### config.mk
export PLATFORM = sky130hd
export DESIGN_NAME = pipeline_hazard_ctrl
export DESIGN_NICKNAME = d
export VERILOG_FILES = /design/src/rtl/pipe_pkg.sv /design/src/rtl/hazard_decode.sv /design/src/rtl/pipeline_hazard_ctrl.sv
export SDC_FILE = /design/constraint.sdc
export NUM_CORES = 1
export LEC_CHECK = 0
export ABC_AREA = 1
export BUFFER_PORTS_ARGS = -buffer_cell sky130_fd_sc_hd__buf_2
export CAP_MARGIN = 20
export CORE_ASPECT_RATIO = 1.75
export CORE_MARGIN = 2
export CORE_UTILIZATION = 39
export CTS_BUF_LIST = sky130_fd_sc_hd__clkbuf_16
export CTS_CLUSTER_DIAMETER = 50
export DETAILED_ROUTE_END_ITERATION = 16
export PLACE_DENSITY = 0.7
export SLEW_MARGIN = 20
export SYNTH_ARGS = -nofsm -noshare
export SYNTH_HDL_FRONTEND = slang
export SYNTH_HIERARCHICAL = 1
export SYNTH_SLANG_ARGS = --single-unit
### constraint.sdc
create_clock -name clk -period 2.45 [get_ports clk]
set_clock_uncertainty 0.1 [all_clocks]
set_input_delay 0.49 -clock clk [delete_from_list [all_inputs] [get_ports clk]]
set_output_delay 0.49 -clock clk [all_outputs]
set_load 0.05 [all_outputs]
### src/rtl/pipe_pkg.sv
// Shared definitions for the pipeline control slice: opcodes, the canonical NOP,
// DMEM handshake FSM states and small opcode-class helpers.
package pipe_pkg;

    localparam logic [6:0] OP_LOAD   = 7'b0000011;
    localparam logic [6:0] OP_STORE  = 7'b0100011;
    localparam logic [6:0] OP_RTYPE  = 7'b0110011;
    localparam logic [6:0] OP_ITYPE  = 7'b0010011;
    localparam logic [6:0] OP_BRANCH = 7'b1100011;
    localparam logic [6:0] OP_JALR   = 7'b1100111;

    // addi x0, x0, 0
    localparam logic [31:0] NOP = 32'h00000013;

    typedef enum logic [1:0] {
        IDLE = 2'd0,
        WAIT = 2'd1,
        ERR  = 2'd2
    } mem_state_e;

    function automatic logic is_memop(input logic [6:0] op);
        return (op == OP_LOAD) || (op == OP_STORE);
    endfunction

    function automatic logic uses_rs1(input logic [6:0] op);
        return (op == OP_RTYPE) || (op == OP_ITYPE) || (op == OP_LOAD) ||
               (op == OP_STORE) || (op == OP_BRANCH) || (op == OP_JALR);
    endfunction

    function automatic logic uses_rs2(input logic [6:0] op);
        return (op == OP_RTYPE) || (op == OP_STORE) || (op == OP_BRANCH);
    endfunction

endpackage

### src/rtl/hazard_decode.sv
// Purely combinational load-use detection between the ID and EX stages.
module hazard_decode
    import pipe_pkg::*;
(
    input  logic [31:0] instr_ifid,
    input  logic [31:0] instr_idex,
    output logic        load_use
);

    logic [4:0] rs1_ifid;
    logic [4:0] rs2_ifid;
    logic [4:0] rd_idex;
    logic       unused_instr_bits;

    assign rs1_ifid = instr_ifid[19:15];
    assign rs2_ifid = instr_ifid[24:20];
    assign rd_idex  = instr_idex[11:7];

    // Fields outside opcode/rs/rd carry no hazard information
    assign unused_instr_bits = ^{instr_ifid[31:25], instr_ifid[14:7], instr_idex[31:12]};

    // A load in EX whose nonzero destination is read by the instruction in ID
    always_comb begin
        load_use = 1'b0;
        if ((instr_idex[6:0] == OP_LOAD) && (rd_idex != 5'd0)) begin
            load_use = (uses_rs1(instr_ifid[6:0]) && (rs1_ifid == rd_idex)) ||
                       (uses_rs2(instr_ifid[6:0]) && (rs2_ifid == rd_idex));
        end
    end

endmodule

### src/rtl/pipeline_hazard_ctrl.sv
// Central stall/flush controller for the 5-stage RV32I pipeline: load-use stalls,
// branch flushes, DMEM req/ack stalls with timeout halt, and saturating perf counters.
module pipeline_hazard_ctrl
    import pipe_pkg::*;
#(
    parameter int MEM_TIMEOUT = 16,
    parameter int CNT_W       = 32
)(
    input  logic             clk,
    input  logic             reset,
    input  logic [31:0]      instr_IFID,
    input  logic [31:0]      instr_IDEX,
    input  logic [31:0]      instr_EXMEM,
    input  logic             branch_taken_EX,
    input  logic             dmem_ack,
    output logic             dmem_req,
    output logic             pc_en,
    output logic             ifid_en,
    output logic             ifid_flush,
    output logic             idex_en,
    output logic             idex_flush,
    output logic             exmem_en,
    output logic             memwb_flush,
    output logic             dmem_err,
    output logic [CNT_W-1:0] stall_cycles,
    output logic [CNT_W-1:0] flush_count
);

    localparam int            TW         = $clog2(MEM_TIMEOUT) + 1;
    localparam logic [TW-1:0] TIMER_LAST = TW'(MEM_TIMEOUT - 1);

    mem_state_e       state_q, state_d;
    logic [TW-1:0]    timer_q, timer_d;
    logic [CNT_W-1:0] stall_cycles_q, stall_cycles_d;
    logic [CNT_W-1:0] flush_count_q, flush_count_d;
    logic             load_use;
    logic             exmem_memop;
    logic             mem_stall;
    logic             in_err;
    logic             unused_exmem_bits;

    hazard_decode u_hazard_decode (
        .instr_ifid (instr_IFID),
        .instr_idex (instr_IDEX),
        .load_use   (load_use)
    );

    assign exmem_memop       = is_memop(instr_EXMEM[6:0]);
    assign unused_exmem_bits = ^instr_EXMEM[31:7];
    assign in_err            = (state_q == ERR);

    // DMEM handshake: decide the memory stall and the next state/timeout timer
    always_comb begin
        state_d   = state_q;
        timer_d   = timer_q;
        mem_stall = 1'b0;
        case (state_q)
            IDLE: begin
                mem_stall = exmem_memop && !dmem_ack;
                if (mem_stall) begin
                    state_d = WAIT;
                    timer_d = TW'(1);
                end
            end
            WAIT: begin
                mem_stall = !dmem_ack;
                if (dmem_ack) begin
                    state_d = IDLE;
                    timer_d = '0;
                end else if (timer_q == TIMER_LAST) begin
                    state_d = ERR;
                end else begin
                    timer_d = timer_q + TW'(1);
                end
            end
            ERR: begin
                state_d = ERR;
            end
            default: begin
                state_d = ERR;
            end
        endcase
    end

    // Stage enables and flushes, priority: error halt > memory stall > branch > load-use
    always_comb begin
        pc_en       = 1'b1;
        ifid_en     = 1'b1;
        idex_en     = 1'b1;
        exmem_en    = 1'b1;
        ifid_flush  = 1'b0;
        idex_flush  = 1'b0;
        memwb_flush = 1'b0;
        dmem_req    = exmem_memop && !in_err;
        if (in_err) begin
            pc_en    = 1'b0;
            ifid_en  = 1'b0;
            idex_en  = 1'b0;
            exmem_en = 1'b0;
        end else if (mem_stall) begin
            pc_en       = 1'b0;
            ifid_en     = 1'b0;
            idex_en     = 1'b0;
            exmem_en    = 1'b0;
            memwb_flush = 1'b1;
        end else if (branch_taken_EX) begin
            ifid_flush = 1'b1;
            idex_flush = 1'b1;
        end else if (load_use) begin
            pc_en      = 1'b0;
            ifid_en    = 1'b0;
            idex_flush = 1'b1;
        end
    end

    // Saturating performance counters, frozen once the pipeline is halted
    always_comb begin
        stall_cycles_d = stall_cycles_q;
        flush_count_d  = flush_count_q;
        if (!in_err) begin
            if (!pc_en && (stall_cycles_q != '1)) begin
                stall_cycles_d = stall_cycles_q + CNT_W'(1);
            end
            if (ifid_flush && (flush_count_q != '1)) begin
                flush_count_d = flush_count_q + CNT_W'(1);
            end
        end
    end

    // State, timer and counter registers
    always_ff @(posedge clk or posedge reset) begin
        if (reset) begin
            state_q        <= IDLE;
            timer_q        <= '0;
            stall_cycles_q <= '0;
            flush_count_q  <= '0;
        end else begin
            state_q        <= state_d;
            timer_q        <= timer_d;
            stall_cycles_q <= stall_cycles_d;
            flush_count_q  <= flush_count_d;
        end
    end

    assign dmem_err     = in_err;
    assign stall_cycles = stall_cycles_q;
    assign flush_count  = flush_count_q;

endmodule

# Word-level counts from Yosys, hierarchy flattened
# Index checks and enable logic that the tools add are counted.
[totals] ff_bits=71 output_inout_bits=73 word_cells=78
[op_classes] add_sub_neg=3 n_eq_ne=19 n_mux=25 n_bitwise=1 reduce_logical=26
[op_table] cell="adder 32 x 1 -> 32 bit, second input constant" n=2
[op_table] cell="!= test 32 bit, second input constant" n=2
[op_table] cell="== test 7 x 2 -> 1 bit, second input constant" n=3
[op_table] cell="== test 7 x 6 -> 1 bit, second input constant" n=3
[op_table] cell="two-way mux 1 bit" n=16
[op_table] cell="two-way mux 5 bit" n=3
[op_table] cell="== test 7 bit, second input constant" n=2
[op_table] cell="== test 5 bit" n=2
[op_table] cell="one-hot mux 5 bit (2 select lines)" n=1
[op_table] cell="logical OR 1 bit" n=9
[op_table] cell="== test 7 x 5 -> 1 bit, second input constant" n=1
[op_table] cell="logical AND 1 bit" n=7
[op_table] cell="two-way mux 2 bit" n=3
[op_table] cell="!= test 3 bit, second input constant" n=2
[op_table] cell="AND reduction 2 bit" n=3
[op_table] cell="adder 5 x 1 -> 5 bit, second input constant" n=1
[op_table] cell="== test 5 x 4 -> 1 bit, second input constant" n=1
[op_table] cell="nonzero test 5 bit" n=1
[op_table] cell="one-hot mux 2 bit (2 select lines)" n=1
[op_table] cell="logical NOT 1 bit" n=3
[op_table] cell="AND reduction 3 bit" n=1
[op_table] cell="== test 2 x 1 -> 1 bit, second input constant" n=1
[op_table] cell="== test 2 bit, second input constant" n=1
[op_table] cell="logical NOT 2 bit" n=1
[op_table] cell="other kinds (4)" n=4

# Depth between registers and ports, before layout
# Gate-level depths: netlist of run 1.
[depth] depth_word=16 depth_mapped=14 ltp_nobuf=13

# By module
# The synthesis of run 1 kept the hierarchy.
[modules_own_cells] mod="pipeline_hazard_ctrl" instances=1 cells_per_inst=782 area_per_inst_um2=5111.2 seq_area_each_um2=1776.7
[modules_own_cells] mod="hazard_decode" instances=1 cells_per_inst=75 area_per_inst_um2=314.1 seq_area_each_um2=0.0

# Least setup slack after synthesis of run 1
# No wires, ideal clock.
[synth_path] path_type="reg-to-output" from="register state_q[1]" to="output pc_en" t_arrival_ps=2269 path_slack_ps=-409 stages_incl_launch_ff=8 path_buffers=2 cell_sequence="dfrtp_1 > inv_1 > nor2_1 > inv_1 > nand4_1 > buf_2 > inv_1 > buf_4"
[synth_lines] element="from (decl)" line="pipeline_hazard_ctrl.sv:32" text="mem_state_e state_q, state_d;"
[synth_lines] element="from (signal assigned)" line="pipeline_hazard_ctrl.sv:138" text="state_q <= state_d;"
[synth_lines] element="== test 2 bit" line="pipeline_hazard_ctrl.sv:50" text="assign in_err = (state_q == ERR);"
[synth_lines] element="via dmem_err" line="pipeline_hazard_ctrl.sv:24" text="output logic dmem_err,"
[synth_lines] element="two-way mux 1 bit"
[synth_lines] element="to (decl)" line="pipeline_hazard_ctrl.sv:17" text="output logic pc_en,"
# The timed path passes the listed nets, and every way through them passes these cells.

# Worst setup path in the final report of run 1
[layout_path] from="input instr_IFID[3]" to="output ifid_en"
[layout_between] elab_chain_len=13
[layout_rtl] element="from (decl)" line="pipeline_hazard_ctrl.sv:11" text="input logic [31:0] instr_IFID,"
[layout_rtl] element="== test 7 x 6 -> 1 bit / == test 7 x 5 -> 1 bit (equally long branches)" line="pipe_pkg.sv:26, pipe_pkg.sv:31"
[layout_rtl] element="logical OR 1 bit (3 in series)" line="pipe_pkg.sv:26" text="return (op == OP_RTYPE) || (op == OP_ITYPE) || (op == OP_LOAD) ||"
[layout_rtl] element="logical OR 1 bit (2 in series)" line="pipe_pkg.sv:27" text="(op == OP_STORE) || (op == OP_BRANCH) || (op == OP_JALR);"
[layout_rtl] element="logical AND 1 bit" line="hazard_decode.sv:26" text="load_use = (uses_rs1(instr_ifid[6:0]) && (rs1_ifid == rd_idex)) ||"
[layout_rtl] element="logical OR 1 bit (*)" line="hazard_decode.sv:26"
[layout_rtl] element="two-way mux 1 bit (*)" line="hazard_decode.sv:25" text="if ((instr_idex[6:0] == OP_LOAD) && (rd_idex != 5'd0)) begin"
[layout_rtl] element="via load_use" line="pipeline_hazard_ctrl.sv:36" text="logic load_use;"
[layout_rtl] element="two-way mux 1 bit (*)" line="pipeline_hazard_ctrl.sv:109" text="end else if (load_use) begin"
[layout_rtl] element="two-way mux 1 bit (*)" line="pipeline_hazard_ctrl.sv:106" text="end else if (branch_taken_EX) begin"
[layout_rtl] element="two-way mux 1 bit (*)" line="pipeline_hazard_ctrl.sv:100" text="end else if (mem_stall) begin"
[layout_rtl] element="two-way mux 1 bit (*)" line="pipeline_hazard_ctrl.sv:95" text="if (in_err) begin"
[layout_rtl] element="to (decl)" line="pipeline_hazard_ctrl.sv:18" text="output logic ifid_en,"
# The timed path passes the listed nets; every way through them passes the cells marked *.

==> summary.txt, run 1 <==
Status
  • Status: complete, no violations

Power and ir drop
  • Pwr Density: roughly 450 mW/mm^2
  • Cell leakage power: 3.86 nW
  • Design Power: 0.00299 W
  • Worst IR drop on VDD: around 0.00033 V

Clock network
  • # Post-CTS Setup Buffers: 0
  • CTS tree: yes
  • Root Buffer: clkbuf_16
  • Max clock buf depth: 2
  • Clk_lat worst skew: between 300 and 400 ps
  • Inserted Clock Buffers: 9
  • H-tree depth: 3
  • Clock sinks: just over 70
  • Clk slew on worst S/H paths: 60 ps
  • Post-cts hold buffer count: 0

Global route
  • Global Route met2 Usage: 44.0%
  • Initial antenna violation count: 0
  • Met1 Use GR: roughly 22%
  • Largest net degree at the start of global routing: 40
  • Most Crowded Layer GR: met2
  • Grt met3 use: 3.40%
  • Total track usage: a little under a quarter
  • GRT Residual Overflow: 0
  • Vias in the first global route: 5,738
  • First-pass GRT wire length: about 27,000 um

Yosys
  • Post-synth EDFFs: 0
  • Post-Syn Instances: about 860
  • Seq cells post-synth: 71
  • Dominant synthesized flop cell: dfrtp_1
  • Share of flip-flops with an asynchronous set or reset: 100%
  • Simple-gate area share of the yosys netlist: 46.8%
  • Synth warnings: 6
  • Cell variety after synth: 31
  • Main combinational cell family by area after synthesis: simple AND/OR/NAND/NOR gates
  • Synthesized cell area: 0.00543 mm^2
  • Register area share after synthesis: roughly a third
  • Syn nets: 961
  • Mean Syn Cell Area: 6.33 um^2
  • Post-synthesis mux area share: 0%
  • Post-Synth Adder-Cell Area: less than 1%
  • Post-synthesis compound-gate area fraction: 4.96%
  • Synth Area in XOR/XNOR: 5.17%

Detailed routing
  • DR iter-0 viols: 162
  • Final WL: 16,700 um
  • Total via count in the routed design: ~5.8k
  • Vias per cell: 4.99
  • DR WL/cell: 14.5 um
  • Routed Antenna Nets: 0
  • DRC: 0
  • DR pass1 iterations: 7

Cells and area
  • Inserted Diodes: 0
  • Area grow syn2layout: 22.0%
  • Util after Layout: 48.1%
  • Share of cells above drive strength 1: 18.9%
  • Most frequent cells in the layout: nand2_1 (352), nor2_1 (112), buf_2 (102), nand3_1 (90), dfrtp_1 (71)
  • Final Cell Area: approximately 0.0066 mm^2
  • Commonest non-fill, non-tap cell in the layout: nand2_1
  • Layout net count: between 1k and 1.5k
  • Fin cells: 1,154

Floorplan
  • IO Count: 173
  • Die Height: around 160 um
  • Die ar.: about 0.015 mm^2
  • Row count: between 50 and 60
  • Initial Utilization: 39.4%
  • Core Region: 0.0138 mm^2
  • Die X: approximately 93 um

Timing
  • Slew HR: 63.6%
  • Final period util: 97.1%
  • Hold_ws: between 90 and 100 ps
  • Slew Limit Fails: 0
  • Final setup fails: 0
  • Max Clock Freq: 0.420 GHz
  • Endpoints failing hold: 0
  • Slew at the pin closest to its max-slew limit: roughly 540 ps
  • Final Critical Period: 2380 ps
  • Unrepaired setup endpoints after global routing: true

Worst setup path
  • Reg2Reg Setup Slack: 320 ps
  • WP data arrival: 1790 ps
  • Startpoint Class: input pin
  • CP endpoint kind: output pin
  • Reg2Reg Depth: 7
  • Kind of critical path: input pin to output pin
  • Required time worst endpoint: 1860 ps
  • FF-to-FF Start: flush_count[29]
  • Worst setup path start: instr_IFID[3]
  • Worst reg2reg path endpoint: flush_count[3]
  • Crit path max fanout: 2
  • Critical Path Sink: ifid_en

Worst hold path
  • Worst hold path class: input pin to async pin

Place
  • Placed cell area: 0.00624 mm^2
  • I/O Buffers: 111
  • Placed insts: 1,138
  • DP HPWL: 13,000 um
  • Placer Congestion: 0.961

Flow run
  • Max cap viols: 0
cell usage after synthesis, drive strengths merged (3+ instances only):
cell    instances  area (um^2)
dfrtp          71         1780
inv            88          330
nor2          123          504
nand2         356         1350
o21bai         32          240
nand3          94          490
xor2           25          219
buf            23          176
ha              4         50.1
nand3b         15          113
a21oi           3         18.8
nand4           5         37.5
nor4            3         18.8
xnor2           7         61.3
cell type report:
type / instances / area, um^2
sequential: 71 / 1780
fill: 1461 / 7140
timing repair buffer: 127 / 778
multi-input combinational: 674 / 3170
clock inverter: 7 / 97.6
tap: 177 / 221
inverter: 89 / 355
clock buffer: 9 / 225
worst min-delay path by stage:
stage | from | end | slack [ps] | cells after the start
after floorplan | timer_q[4] | timer_q[4] | 340 | 2
after global placement | timer_q[4] | timer_q[4] | 350 | 2
after detailed placement | timer_q[4] | timer_q[4] | 360 | 2
after CTS | reset | flush_count[2] | 110 | 2
after global routing | reset | flush_count[9] | 160 | 2
final | reset | flush_count[28] | 100 | 2
cells by family after synthesis:
logic type      after synthesis
fa+ha+maj                     4
compound gates               37
xor+xnor                     32
simple gates                601
buf+inv                     112
flops                        71
power by group:
part	leakage, nW	internal [W]	total [W]	switching, W
Sequential	0.817	0.00120	0.00123	0.0000292
Clock	0.152	0.000893	0.00143	0.000535
Combinational	2.89	0.000108	0.000329	0.000220
Total	3.86	0.00220	0.00299	0.000785
critical path: stages:
cell,delay (ps)
buf_4,140
inv_12,50
nand2_4,40
nor2_1,80
nand2_1,60
nor2_1,100
nand2_1,70
a21oi_2,140
nand2_1,80
nand4_1,200
clkinvlp_4,180
buf_8,170
stage by stage:
step / worst slack, ps / setup TNS, ps
after floorplan: -11.5 / -11.5
after global placement: 34.7 / 0
after detailed placement: 29.9 / 0
after CTS: 25.4 / 0
after global routing: -24.9 / -49.9
final: 71.2 / 0
flip-flops by register name, indices dropped and copies added (netlist names):
| signal | flops |
|---|---|
| timer_q | 5 |
| state_q | 2 |
| flush_count | 32 |
| stall_cycles | 32 |
repair_timing:
action                                 CTS  global route
endpoints found under the hold margin    0             0
resized for setup                        0            23
setup endpoints to repair                0             3
layer usage:
metal  up-vias  part of all wire, %
met5         -                    0
met4         0                  7.0
met3        58                  4.1
met2       166                   55
met1      2642                   34
li1       2889                    -
(Power assumes the default switching activity.)
==> inputs of run 2 (changes only) <==
--- a/config.mk
+++ b/config.mk
@@ -5,8 +5,7 @@
 export SDC_FILE = /design/constraint.sdc
 export NUM_CORES = 1
 export LEC_CHECK = 0
-export ABC_AREA = 1
-export BUFFER_PORTS_ARGS = -buffer_cell sky130_fd_sc_hd__buf_2
+export BUFFER_PORTS_ARGS = -buffer_cell sky130_fd_sc_hd__buf_4
 export CAP_MARGIN = 20
 export CORE_ASPECT_RATIO = 1.75
 export CORE_MARGIN = 2
@@ -14,7 +13,8 @@
 export CTS_BUF_LIST = sky130_fd_sc_hd__clkbuf_16
 export CTS_CLUSTER_DIAMETER = 50
 export DETAILED_ROUTE_END_ITERATION = 16
-export PLACE_DENSITY = 0.7
+export PLACE_DENSITY = 0.75
+export SKIP_LAST_GASP = 1
 export SLEW_MARGIN = 20
 export SYNTH_ARGS = -nofsm -noshare
 export SYNTH_HDL_FRONTEND = slang
==> summary.txt, run 2 <==
Status
  • Status: complete, but fails checks (was complete, no violations)
  • Failing checks: setup timing

Place
  • DP HPWL: 7390 um (was 13,000 um)
  • I/O Buffers: 111 (unchanged)
  • Dpl ws: -757 ps (was 29.9 ps)
  • Placer Congestion: 0.839 (was 0.961)

Floorplan
  • IO Count: 173 (unchanged)
  • Die Height: 134 um (was 160 um)
  • Die ar.: 0.0104 mm^2 (was 0.0149 mm^2)
  • Row count: 47 (was 57)
  • Die X: 78.0 um (was 93.2 um)
  • Initial Utilization: 39.8% (was 39.4%)
  • Core Region: 0.00941 mm^2 (was 0.0138 mm^2)

Power and ir drop
  • Design Power: 0.00326 W (was 0.00299 W)
  • Worst IR drop on VDD: 0.000462 V (was 0.000334 V)
  • Cell leakage power: 2.71 nW (was 3.86 nW)
  • Pwr Density: 600 mW/mm^2 (was 451 mW/mm^2)

Timing
  • Final period util: 113% (was 97.1%)
  • Final worst slack: -314 ps (was 71.2 ps)
  • Slew Limit Fails: 0 (unchanged)
  • Unrepaired setup endpoints after global routing: true (unchanged)
  • Slew HR: 70.9% (was 63.6%)
  • Slew at the pin closest to its max-slew limit: 435 ps (was 542 ps)
  • Max Clock Freq: 0.362 GHz (was 0.420 GHz)
  • Final setup fails: 13 (was 0)
  • Endpoints failing hold: 0 (unchanged)
  • Hold_ws: 141 ps (was 99.0 ps)
  • Final Critical Period: 2760 ps (was 2380 ps)

Yosys
  • Synth area leader: dfrtp_1 (unchanged)
  • Simple-gate area share of the yosys netlist: 24.6% (was 46.8%)
  • Post-synth EDFFs: 0 (unchanged)
  • Synth top area share: 47.5% (was 32.7%)
  • Synth warnings: 6 (unchanged)
  • Cell variety after synth: 53 (was 31)
  • Dominant synthesized flop cell: dfrtp_1 (unchanged)
  • Synthesized cell area: 0.00374 mm^2 (was 0.00543 mm^2)
  • Area contributors post-synth: dfrtp_1 (47%), xnor2_1 (9.6%), xor2_1 (7.3%) (was dfrtp_1 (33%), nand2_1 (24%), nand3_1 (8.3%))
  • Seq cells post-synth: 71 (unchanged)
  • Mean Syn Cell Area: 10.3 um^2 (was 6.33 um^2)
  • Main combinational cell family by area after synthesis: simple AND/OR/NAND/NOR gates (unchanged)
  • Post-Synth Adder-Cell Area: 1.34% (was 0.923%)
  • Syn nets: 466 (was 961)
  • Post-synthesis compound-gate area fraction: 5.69% (was 4.96%)
  • Post-Syn Instances: 362 (was 857)
  • Register area share after synthesis: 47.5% (was 32.7%)
  • Synth top cells by count: dfrtp_1 (71), xnor2_1 (41), xor2_1 (31) (was nand2_1 (354), nor2_1 (114), nand3_1 (90))
  • Synth Area in XOR/XNOR: 17.3% (was 5.17%)
  • Post-synthesis mux area share: 0.268% (was 0%)
  • Share of flip-flops with an asynchronous set or reset: 100% (unchanged)
  • Most frequent cell after synthesis: dfrtp_1 (was nand2_1)

Detailed routing
  • Final WL: 9900 um (was 16,700 um)
  • DR pass1 iterations: 4 (was 7)
  • DRC: 0 (unchanged)
  • Total via count in the routed design: 3,300 (was 5,755)
  • Vias per cell: 5.16 (was 4.99)
  • DR WL/cell: 15.5 um (was 14.5 um)
  • Routed Antenna Nets: 0 (unchanged)
  • DR iter-0 viols: 142 (was 162)

Global route
  • GRT Residual Overflow: 0 (unchanged)
  • Initial antenna violation count: 0 (unchanged)
  • Vias in the first global route: 3,451 (was 5,738)
  • Total track usage: 19.5% (was 22.9%)
  • Largest net degree at the start of global routing: 72 (was 40)
  • First-pass GRT wire length: 16,200 um (was 26,700 um)

Clock network
  • Clock sinks: 71 (unchanged)
  • Root Buffer: clkbuf_16 (unchanged)
  • Clk_lat worst skew: 330 ps (about the same)
  • Max clock buf depth: 2 (unchanged)
  • Clk slew on worst S/H paths: 60 ps (about the same)
  • Inserted Clock Buffers: 9 (unchanged)
  • CTS tree: yes (unchanged)
  • H-tree depth: 3 (unchanged)

Cells and area
  • Commonest non-fill, non-tap cell in the layout: buf_4 (was nand2_1)
  • Area grow syn2layout: 45.2% (was 22.0%)
  • Share of cells above drive strength 1: 38.3% (was 18.9%)
  • Layout net count: 616 (was 1,076)
  • Most frequent cells in the layout: buf_4 (138), dfrtp_1 (70), xnor2_1 (40), nand2_1 (29), xor2_1 (28) (was nand2_1 (352), nor2_1 (112), buf_2 (102), nand3_1 (90), dfrtp_1 (71))
  • Inserted Diodes: 0 (unchanged)
  • Util after Layout: 57.7% (was 48.1%)
  • Fillers: 829 (was 1,461)

Worst setup path
  • Crit path cell chain: buf_6, buf_4, xor2_1, nor3_1, nand3_1, a221oi_2, and2b_2, o21bai_4, o2111ai_2, or4_4, or3_4, xnor2_2 (was buf_4, inv_12, nand2_4, nor2_1, nand2_1, nor2_1, nand2_1, a21oi_2, nand2_1, nand4_1, clkinvlp_4, buf_8)
  • CP peak stage delay: 520 ps (was 200 ps)
  • Crit path max fanout: 3 (was 2)
  • Startpoint Class: input pin (unchanged)
  • Family with the most delay on the worst path: simple AND/OR/NAND/NOR gates (unchanged)
  • FF-to-FF Start: stall_cycles[4] (was flush_count[29])
  • Worst setup path start: instr_IDEX[11] (was instr_IFID[3])
  • CP endpoint kind: register (was output pin)
  • WP data arrival: 2880 ps (was 1790 ps)
  • Kind of critical path: input pin to register (was input pin to output pin)
  • Required time worst endpoint: 2560 ps (was 1860 ps)
  • Buf/Inv on CP: 2 (was 4)
  • Critical path's slowest cell: or4_4 (was nand4_1)

Worst hold path
  • Worst hold path class: input pin to async pin (unchanged)

Flow run
  • Max cap viols: 0 (unchanged)
[run 2: changes by cell type after synthesis, moves of 12 or more]
cell,change
xnor2_1,+34
nor3_1,+12
nand3_1,-66
inv_2,-12
nand4_1,+19
nor2_1,-89
o21bai_1,-29
inv_1,-61
nand2_1,-325
nand3b_1,-13
[run 2: per-layer routing]
metal | up-vias | GRT usage, % | wire length [um]
li1 | 1575 | - | -
met1 | 1611 | 21.8 | 3650
met2 | 102 | 35.2 | 5480
met3 | 12 | 4.67 | 591
met4 | 0 | 7.80 | 169
met5 | - | 0 | 0
[run 2: cells by family after synthesis]
kind of cell	Yosys count
AO/OA/AOI/OAI	26
XOR/XNOR	73
adder cells (fa/ha/maj)	4
buffers and inverters	24
flip-flops	71
multiplexers	1
AND/OR/NAND/NOR	163
[run 2: report_power, final]
part           switching, W  total (W)  internal, W
registers          0.000101    0.00135      0.00125
logic              0.000464   0.000737     0.000273
clock network      0.000489    0.00117     0.000677
total               0.00105    0.00326      0.00220
[run 2: worst reg2reg max path, stage by stage (launching register included)]
cell	delay, ps
dfrtp_1	410
nand4_2	180
nor4_4	390
o2111ai_2	190
or4_4	520
or3_4	350
xnor2_2	130
[run 2: path summary, 6_finish.rpt]
path / endpoint / slack, ps / depth (start not counted)
hold reg to reg: stall_cycles[17] / 400 / 1
max in group asynchronous: state_q[1] / 1780 / 3
hold / removal: stall_cycles[1] / 140 / 3
setup reg to reg: stall_cycles[22] / 70 / 6
min in group clk: state_q[0] / 320 / 2
setup / recovery: stall_cycles[22] / -310 / 12
[run 2: cell type report]
class                   instances  area (um^2)  share of cell area, %
clock buffers                   9          225                   4.15
inverters                      15         60.1                   1.11
repair buffers                148         1160                   21.3
multi-input cells             267         2020                   37.1
flip-flops and latches         71         1780                   32.7
clock inverters                 7         41.3                  0.760
well taps                     122          153                   2.81
[run 2: per-stage QoR]
stage	TNS [ps]	std cells	area, um^2
finish	-1640	639	5430
global route	-5610	639	5430
CTS	-2590	637	5370
detailed placement	-15170	617	4950
global placement	-12900	617	4950
floorplan	-3950	362	3790
[run 2: timing repair]
item	CTS	global route
gates resized for setup	22	9
pin swaps	9	7
hold buffers	0	0
buffers inserted	4	2
hold endpoints to repair	0	0
setup endpoints to repair	29	37
==> inputs of run 3 (changes only) <==
--- a/config.mk
+++ b/config.mk
@@ -9,11 +9,11 @@
 export CAP_MARGIN = 20
 export CORE_ASPECT_RATIO = 1.75
 export CORE_MARGIN = 2
-export CORE_UTILIZATION = 39
+export CORE_UTILIZATION = 43
 export CTS_BUF_LIST = sky130_fd_sc_hd__clkbuf_16
 export CTS_CLUSTER_DIAMETER = 50
 export DETAILED_ROUTE_END_ITERATION = 16
-export PLACE_DENSITY = 0.75
+export PLACE_DENSITY = 0.81
 export SKIP_LAST_GASP = 1
 export SLEW_MARGIN = 20
 export SYNTH_ARGS = -nofsm -noshare
==> summary.txt, run 3 (synthesis gave the netlist of run 2 again) <==
Status
  • Status: complete, but fails checks (unchanged)
  • Failing checks: setup timing (unchanged)

Timing
  • Final period util: 115% (was 113%)
  • Max Clock Freq: 0.356 GHz (was 0.362 GHz)
  • Slew at the pin closest to its max-slew limit: 488 ps (was 435 ps)
  • Endpoints failing hold: 0 (unchanged)
  • Final Critical Period: 2810 ps (was 2760 ps)
  • Final setup fails: 28 (was 13)
  • Unrepaired setup endpoints after global routing: true (unchanged)
  • Slew Limit Fails: 0 (unchanged)
  • Final worst slack: -359 ps (was -314 ps)
  • Slew HR: 67.2% (was 70.9%)

Power and ir drop
  • Worst IR drop on VDD: 0.000475 V (was 0.000462 V)
  • Design Power: 0.00339 W (was 0.00326 W)
  • Cell leakage power: 2.73 nW (was 2.71 nW)
  • Pwr Density: 621 mW/mm^2 (was 600 mW/mm^2)

Cells and area
  • Layout net count: 613 (was 616)
  • Inserted Diodes: 0 (unchanged)
  • Share of cells above drive strength 1: 39.3% (was 38.3%)
  • Commonest non-fill, non-tap cell in the layout: buf_4 (unchanged)
  • Most frequent cells in the layout: buf_4 (133), dfrtp_1 (70), xnor2_1 (39), xor2_1 (29), nand2_1 (27) (was buf_4 (138), dfrtp_1 (70), xnor2_1 (40), nand2_1 (29), xor2_1 (28))
  • Area of the multi-input gates: 0.00203 mm^2 (was 0.00202 mm^2)
  • Register Area: 0.00178 mm^2 (unchanged)
  • Area grow syn2layout: 45.9% (was 45.2%)
  • Fillers: 706 (was 829)

Clock network
  • Root Buffer: clkbuf_16 (unchanged)
  • Inserted Clock Buffers: 9 (unchanged)
  • Clk slew on worst S/H paths: 60 ps (about the same)
  • Clk_lat worst skew: 330 ps (about the same)
  • Max clock buf depth: 2 (unchanged)
  • CTS tree: yes (unchanged)
  • H-tree depth: 3 (unchanged)
  • Clock sinks: 71 (unchanged)

Detailed routing
  • Final WL: 10,000 um (was 9900 um)
  • Met3 wire length: 579 um (was 591 um)
  • Total via count in the routed design: 3,314 (was 3,300)
  • DR WL/cell: 15.9 um (was 15.5 um)
  • DRC: 0 (unchanged)
  • DR iter-0 viols: 116 (was 142)
  • Vias per cell: 5.25 (was 5.16)
  • Post-Route M1 WL: 3680 um (was 3650 um)
  • Met2 Wirelength: 5550 um (was 5480 um)
  • DR pass1 iterations: 4 (unchanged)
  • Routed Antenna Nets: 0 (unchanged)
  • Max Used Layer: met4 (unchanged)

Place
  • Placer Congestion: 0.866 (was 0.839)
  • Dpl ws: -813 ps (was -757 ps)
  • I/O Buffers: 111 (unchanged)
  • DP HPWL: 7300 um (was 7390 um)

Floorplan
  • Initial Utilization: 43.7% (was 39.8%)
  • Die ar.: 0.00949 mm^2 (was 0.0104 mm^2)
  • Core Region: 0.00856 mm^2 (was 0.00941 mm^2)
  • IO Count: 173 (unchanged)
  • Die X: 74.5 um (was 78.0 um)
  • Row count: 45 (was 47)
  • Die Height: 127 um (was 134 um)

Global route
  • Total track usage: 21.7% (was 19.5%)
  • GRT Residual Overflow: 0 (unchanged)
  • Vias in the first global route: 3,498 (was 3,451)
  • First-pass GRT wire length: 16,200 um (about the same)
  • Initial antenna violation count: 0 (unchanged)
  • Largest net degree at the start of global routing: 72 (unchanged)

Worst setup path
  • Reg2Reg Setup Slack: -20 ps (was 70 ps)
  • Kind of critical path: input pin to register (unchanged)
  • Required time worst endpoint: 2570 ps (was 2560 ps)
  • Startpoint Class: input pin (unchanged)
  • WP data arrival: 2930 ps (was 2880 ps)
  • CP endpoint kind: register (unchanged)
  • Crit path max fanout: 3 (unchanged)

Flow run
  • Max cap viols: 0 (unchanged)

Worst hold path
  • Worst hold path class: input pin to async pin (unchanged)
-- run 3: final cells by class --
cell class / count / share of cell area [%]
multi-input cells: 267 / 37.3
inverters: 15 / 1.03
clock buffers: 9 / 4.13
repair buffers: 145 / 21.0
well taps: 117 / 2.68
flip-flops and latches: 71 / 32.6
clock inverters: 7 / 1.33
-- run 3: timing repair --
action	4_1_cts	5_1_grt
hold buffers	0	0
pin swaps	10	18
resized for setup	19	21
buffers inserted	4	5
endpoints found under the setup margin	31	33
-- run 3: metal layers --
| metal | track usage, % | vias up |
|---|---|---|
| met5 | 0 | - |
| met4 | 9.35 | 0 |
| met3 | 5.76 | 22 |
| met2 | 38.5 | 107 |
| met1 | 23.6 | 1620 |
| li1 | - | 1565 |
-- run 3: path summary, 6_finish.rpt --
check | start | endpoint | cells past startpoint
hold / removal | reset | timer_q[2] | 3
setup / recovery | instr_IDEX[7] | stall_cycles[22] | 12
setup reg to reg | stall_cycles[12] | stall_cycles[1] | 9
min in group clk | dmem_ack | state_q[0] | 2
hold reg to reg | flush_count[28] | flush_count[28] | 1
max in group asynchronous | reset | state_q[1] | 3
-- run 3: worst max-delay path, cell delays in order --
cell and delay (ps):
buf_8 100, buf_6 100, xor2_1 150, nor3_1 170, nand3_1 110, a221oi_2 320
and2b_2 220, o21bai_4 130, o2111ai_2 130, or4_4 520, or3_4 350, xnor2_2 130
-- run 3: where the power goes --
part | total, W | switching (W) | leakage (nW) | internal [W]
registers | 0.00135 | 0.0000992 | 0.963 | 0.00125
clock network | 0.00129 | 0.000503 | 0.147 | 0.000789
logic | 0.000746 | 0.000469 | 1.62 | 0.000277
total | 0.00339 | 0.00107 | 2.73 | 0.00232
-- run 3: through the flow --
stage	TNS [ps]	utilization, %	std cells	hold WS (ps)	cell area [um^2]
after detailed placement	-16190	57.5	608	388	4920
after global placement	-15300	57.5	608	378	4920
final	-2910	63.8	631	146	5460
after CTS	-1900	62.3	627	156	5330
after floorplan	-3950	-	362	366	3790
after global routing	-7460	63.8	631	182	5460
